[src/rtl/serial_adder_ctrl.sv]
// serial_adder_ctrl: bit-serial adder controller.
// One shared 1-bit add cell is stepped across WIDTH clock cycles, LSB first.
// Handshake: start is accepted in IDLE or DONE; busy covers the SHIFT phase;
// done pulses for one cycle when sum/carry are refreshed.

// Half adder: the building block of the shared add cell.
module half_adder (
    input  logic a,
    input  logic b,
    output logic s,
    output logic c
);
    assign s = a ^ b;
    assign c = a & b;
endmodule

// One-bit full add built from two half-adder stages plus a carry OR.
module serial_add_cell (
    input  logic a,
    input  logic b,
    input  logic ci,
    output logic s,
    output logic co
);
    logic s1, c1, c2;

    half_adder u_ha0 (.a(a),  .b(b),  .s(s1), .c(c1));
    half_adder u_ha1 (.a(s1), .b(ci), .s(s),  .c(c2));

    assign co = c1 | c2;
endmodule

module serial_adder_ctrl #(
    parameter int WIDTH = 8
) (
    input  logic             clk,
    input  logic             rst,
    input  logic             start,
    input  logic [WIDTH-1:0] ip1,
    input  logic [WIDTH-1:0] ip2,
    input  logic             cin,
    output logic [WIDTH-1:0] sum,
    output logic             carry,
    output logic             busy,
    output logic             done
);
    // Counter wide enough to hold WIDTH-1 with a spare bit; never wraps in use.
    localparam int            CW   = $clog2(WIDTH) + 1;
    localparam logic [CW-1:0] LAST = CW'(WIDTH - 1);

    typedef enum logic [1:0] {
        IDLE  = 2'd0,
        SHIFT = 2'd1,
        DONE  = 2'd2
    } state_t;

    state_t           state;
    logic [WIDTH-1:0] a_sr;
    logic [WIDTH-1:0] b_sr;
    logic [WIDTH-1:0] res_sr;
    logic             c_q;
    logic [CW-1:0]    cnt;

    logic             bit_s;
    logic             bit_c;
    logic [WIDTH-1:0] res_next;

    // The single shared add cell always looks at the operand LSBs.
    serial_add_cell u_cell (
        .a  (a_sr[0]),
        .b  (b_sr[0]),
        .ci (c_q),
        .s  (bit_s),
        .co (bit_c)
    );

    // New sum bit enters at the MSB so after WIDTH steps bit 0 is at the LSB.
    assign res_next = {bit_s, res_sr[WIDTH-1:1]};

    // Controller FSM: captures operands, steps the cell, publishes the result.
    always_ff @(posedge clk or posedge rst) begin
        if (rst) begin
            state  <= IDLE;
            a_sr   <= '0;
            b_sr   <= '0;
            res_sr <= '0;
            c_q    <= 1'b0;
            cnt    <= '0;
            sum    <= '0;
            carry  <= 1'b0;
            busy   <= 1'b0;
            done   <= 1'b0;
        end else begin
            case (state)
                IDLE: begin
                    done <= 1'b0;
                    if (start) begin
                        a_sr   <= ip1;
                        b_sr   <= ip2;
                        c_q    <= cin;
                        res_sr <= '0;
                        cnt    <= '0;
                        busy   <= 1'b1;
                        state  <= SHIFT;
                    end
                end
                SHIFT: begin
                    // start and the operand inputs are ignored here.
                    a_sr   <= a_sr >> 1;
                    b_sr   <= b_sr >> 1;
                    res_sr <= res_next;
                    c_q    <= bit_c;
                    cnt    <= cnt + 1'b1;
                    if (cnt == LAST) begin
                        // Outputs change only here, so no partial sum is visible.
                        sum   <= res_next;
                        carry <= bit_c;
                        busy  <= 1'b0;
                        done  <= 1'b1;
                        state <= DONE;
                    end
                end
                DONE: begin
                    done <= 1'b0;
                    if (start) begin
                        // Back-to-back add: skip IDLE entirely.
                        a_sr   <= ip1;
                        b_sr   <= ip2;
                        c_q    <= cin;
                        res_sr <= '0;
                        cnt    <= '0;
                        busy   <= 1'b1;
                        state  <= SHIFT;
                    end else begin
                        state <= IDLE;
                    end
                end
                default: begin
                    busy  <= 1'b0;
                    done  <= 1'b0;
                    state <= IDLE;
                end
            endcase
        end
    end
endmodule
[config.mk]
export PLATFORM = sky130hd
export DESIGN_NAME = serial_adder_ctrl
export DESIGN_NICKNAME = d
export VERILOG_FILES = /design/src/rtl/serial_adder_ctrl.sv
export SDC_FILE = /design/constraint.sdc
export NUM_CORES = 1
export LEC_CHECK = 0
export CORE_MARGIN = 5
export CORE_UTILIZATION = 55
export CTS_CLUSTER_SIZE = 24
export DETAILED_ROUTE_END_ITERATION = 12
export PLACE_DENSITY_LB_ADDON = 0.1
export REMOVE_ABC_BUFFERS = 1
export SLEW_MARGIN = 0
export SYNTH_ARGS = -nofsm -noshare
export SYNTH_HDL_FRONTEND = slang
export SYNTH_SLANG_ARGS = --single-unit
[constraint.sdc]
create_clock -name clk -period 3.1 [get_ports clk]
set_input_delay 0.62 -clock clk [delete_from_list [all_inputs] [get_ports clk]]
set_output_delay 0.62 -clock clk [all_outputs]
set_load 0.05 [all_outputs]
==> flow_metrics.py <==
metrics = {
    "clock_tree": {
        "path_clk_slew_ps": 120,
        "ctsHoldBuffers": 0,
        "clk_path_buf_depth": 2,
        "cts-htree-levels": 2,
        "cts_setup_buffers": 0,
        "clock_sinks": 41,
        "cts_resized": 0,
        "cts_tree": "built",
        "root_buffer": "clkbuf_4",
        "numCtsBuffers": 5,
        "clk_latency_ps": 340,
    },
    "synthesis": {
        "synth.largest_area_cell": "dfrtp_1",
        "netlist_area_um2": 1870,
        "synth_enable_flop_cells": 0,
        "ys_seq_elements": 41,
        "synth.distinct_cells": 27,
        "synth_top_area_frac": 0.550,
        "synthAdderAreaFrac": 0.0174,
        "synth.area.top_cells": "dfrtp_1, mux2i_1, o21ai_0, mux2_2, nand3_1",
        "synth_top_family_by_area": "multiplexers",
        "yosys_most_used_dff": "dfrtp_1",
        "synth_xor_xnor_area_share": 0.0141,
        "synth_cells": 157,
        "yosysSeqAreaShare": 0.550,
        "yosysWarnings": 0,
        "synth_compound_area_frac": 0.104,
        "synth_mux_area_frac": 0.167,
        "syn_area_per_cell_um2": 11.9,
        "synth-simple-area-share": 0.107,
        "synth-async-reset-ratio": 1.00,
    },
    "timing": {
        "setup_slack_ps": 906,
        "maxSlewHeadroom": 0.497,
        "finClkSkew_ps": 6.27,
        "fmax_mhz": 456,
        "worst_pin_slew_ps": 755,
        "hold_viol_final": 0,
        "fin_crit_ps": 2190,
        "rsz0062_at_grt": "no",
        "setup_viol": 0,
        "finalCritPeriodShare": 0.708,
        "fin_tns_setup_ps": 0,
        "slew_violations": 0,
        "whs_ps": 515,
    },
    "drt": {
        "antenna_left": 0,
        "wl_per_cell_um": 14.4,
        "via_count": 1271,
        "first_iter_violations": 56,
        "drc": 0,
        "drt_wl_total_um": 3330,
        "dr.pass1.iters": 4,
        "routed_via_density": 5.48,
    },
    "worst_hold_path": {
        "hold_path_end": "done$_DFFE_PP0P_",
        "hold_depth": 1,
        "min_path_type": "register to register",
        "min_from": "done$_DFFE_PP0P_",
    },
    "die": {
        "coreArea_um2": 3310,
        "die_h_um": 68.2,
        "io_pins": 31,
        "fp.dieW_um": 68.2,
        "die_area_um2": 4660,
        "rows": 21,
        "start_util": 0.563,
    },
    "pwr": {
        "peakVddDrop_mv": 0.398,
        "p_per_area_nw_per_um2": 966,
        "power_leakage_nw": 1.00,
    },
    "global_routing": {
        "gr-total-overflow": 0,
        "grt_use_total": 0.165,
        "grt_max_degree": 42,
        "grt_pass1_vias": 1294,
        "antenna_found_initial": 0,
        "grt_pass1_wl_um": 5770,
    },
    "layout": {
        "fin_cells": 232,
        "multiInputGateArea_um2": 763,
        "layout_commonest_cell": "dfrtp_1",
        "final_nets": 207,
        "area_growth_pct": 19.2,
        "layout_common_cells": "dfrtp_1, clkdlybuf4s50_1, mux2i_1, o21ai_0, nand3_1",
        "n_antenna_cell": 0,
        "final_layout_size_suffix_gt1_frac": 0.118,
        "final-seq-area_um2": 1030,
        "fill_cells": 296,
    },
    "critical_path": {
        "end_kind": "register",
        "rrSetupSlack_ps": 910,
        "worstSetupPathType": "register to register",
        "crit_required_ps": 3330,
        "reg2reg_depth": 3,
        "worstPathArrival_ps": 2430,
        "crit_fanout": 17,
        "reg2reg_to": "sum[0]$_DFFE_PP0P_",
        "start_kind": "register",
        "reg2reg_from": "state[0]$_DFFE_PP0P_",
    },
    "status": {
        "status": "completed",
    },
    "placed_design": {
        "dp_hpwl_um": 2310,
        "port_buffers": 30,
        "place_congestion": 0.798,
        "place_ws_ps": 832,
        "placed_cells": 224,
    },
    "run": {
        "cap_violations": 0,
    },
}
==> registers in the layout (all words and copies together), names as in the netlist <==
register  flops
a_sr          8
sum           8
busy          1
cnt           4
c_q           1
state         2
res_sr        7
b_sr          8
done          1
carry         1
==> area by class of cell <==
type / count / area share
multi-input cells: 103 / 0.343
clock inverters: 3 / 0.00787
flip-flops and latches: 41 / 0.461
repair buffers: 32 / 0.142
inverters: 2 / 0.00337
well taps: 46 / 0.0259
clock buffers: 5 / 0.0169
==> per-layer routing <==
| layer | share of wire | global-route usage | wire (um) | vias to the layer above |
|---|---|---|---|---|
| met4 | 0.011 | 0.0596 | 38 | 0 |
| met1 | 0.46 | 0.208 | 1540 | 620 |
| met2 | 0.49 | 0.276 | 1630 | 31 |
| met3 | 0.037 | 0.0411 | 122 | 5 |
| li1 | - | - | - | 615 |
| met5 | 0 | 0 | 0 | - |
==> cells in the mapped netlist (all sizes together), types with 2 or more instances <==
library cell	number
dfrtp	41
o21ai	22
mux2i	21
nand3	17
buf	10
mux2	9
nand2	8
a22o	4
nor2	4
o22ai	4
inv	2
nand2b	2
nand3b	2
xor2	2
==> per-stage QoR <==
step | power (mW) | instance area [um2] | util
floorplan | 1.62 | 1800 | -
global placement | 1.87 | 2170 | 0.655
detailed placement | 1.92 | 2170 | 0.655
CTS | 2.17 | 2220 | 0.672
global route | 2.31 | 2220 | 0.672
finish | 2.15 | 2220 | 0.672
==> worst max path at each step <==
stage,startpoint,to,slack (ps),cells after the start
global route,state[0]$_DFFE_PP0P_,sum[0]$_DFFE_PP0P_,770,3
finish,state[0]$_DFFE_PP0P_,sum[0]$_DFFE_PP0P_,910,3
global placement,start,b_sr[6]$_DFFE_PP0P_,840,4
detailed placement,start,b_sr[2]$_DFFE_PP0P_,830,4
floorplan,state[0]$_DFFE_PP0P_,carry$_DFFE_PP0P_,960,3
CTS,state[0]$_DFFE_PP0P_,sum[6]$_DFFE_PP0P_,900,3
==> power breakdown <==
group | switching (mW) | internal, mW | leakage [nW] | total (mW)
combinational | 0.537 | 0.412 | 0.454 | 0.949
clock | 0.169 | 0.0856 | 0.0310 | 0.255
sequential | 0.187 | 0.759 | 0.520 | 0.946
==> kinds of logic after synthesis <==
group | after synthesis
AO/OA/AOI/OAI | 32
XOR/XNOR | 3
adder cells (fa/ha/maj) | 2
buffers and inverters | 13
flip-flops | 41
multiplexers | 30
AND/OR/NAND/NOR | 36
==> critical path, stage by stage (launching register included) <==
cell	delay (ps)
dfrtp_1	770
nand2b_1	580
nor2_8	360
mux2_2	360
Power figures use the tool's default switching activity.
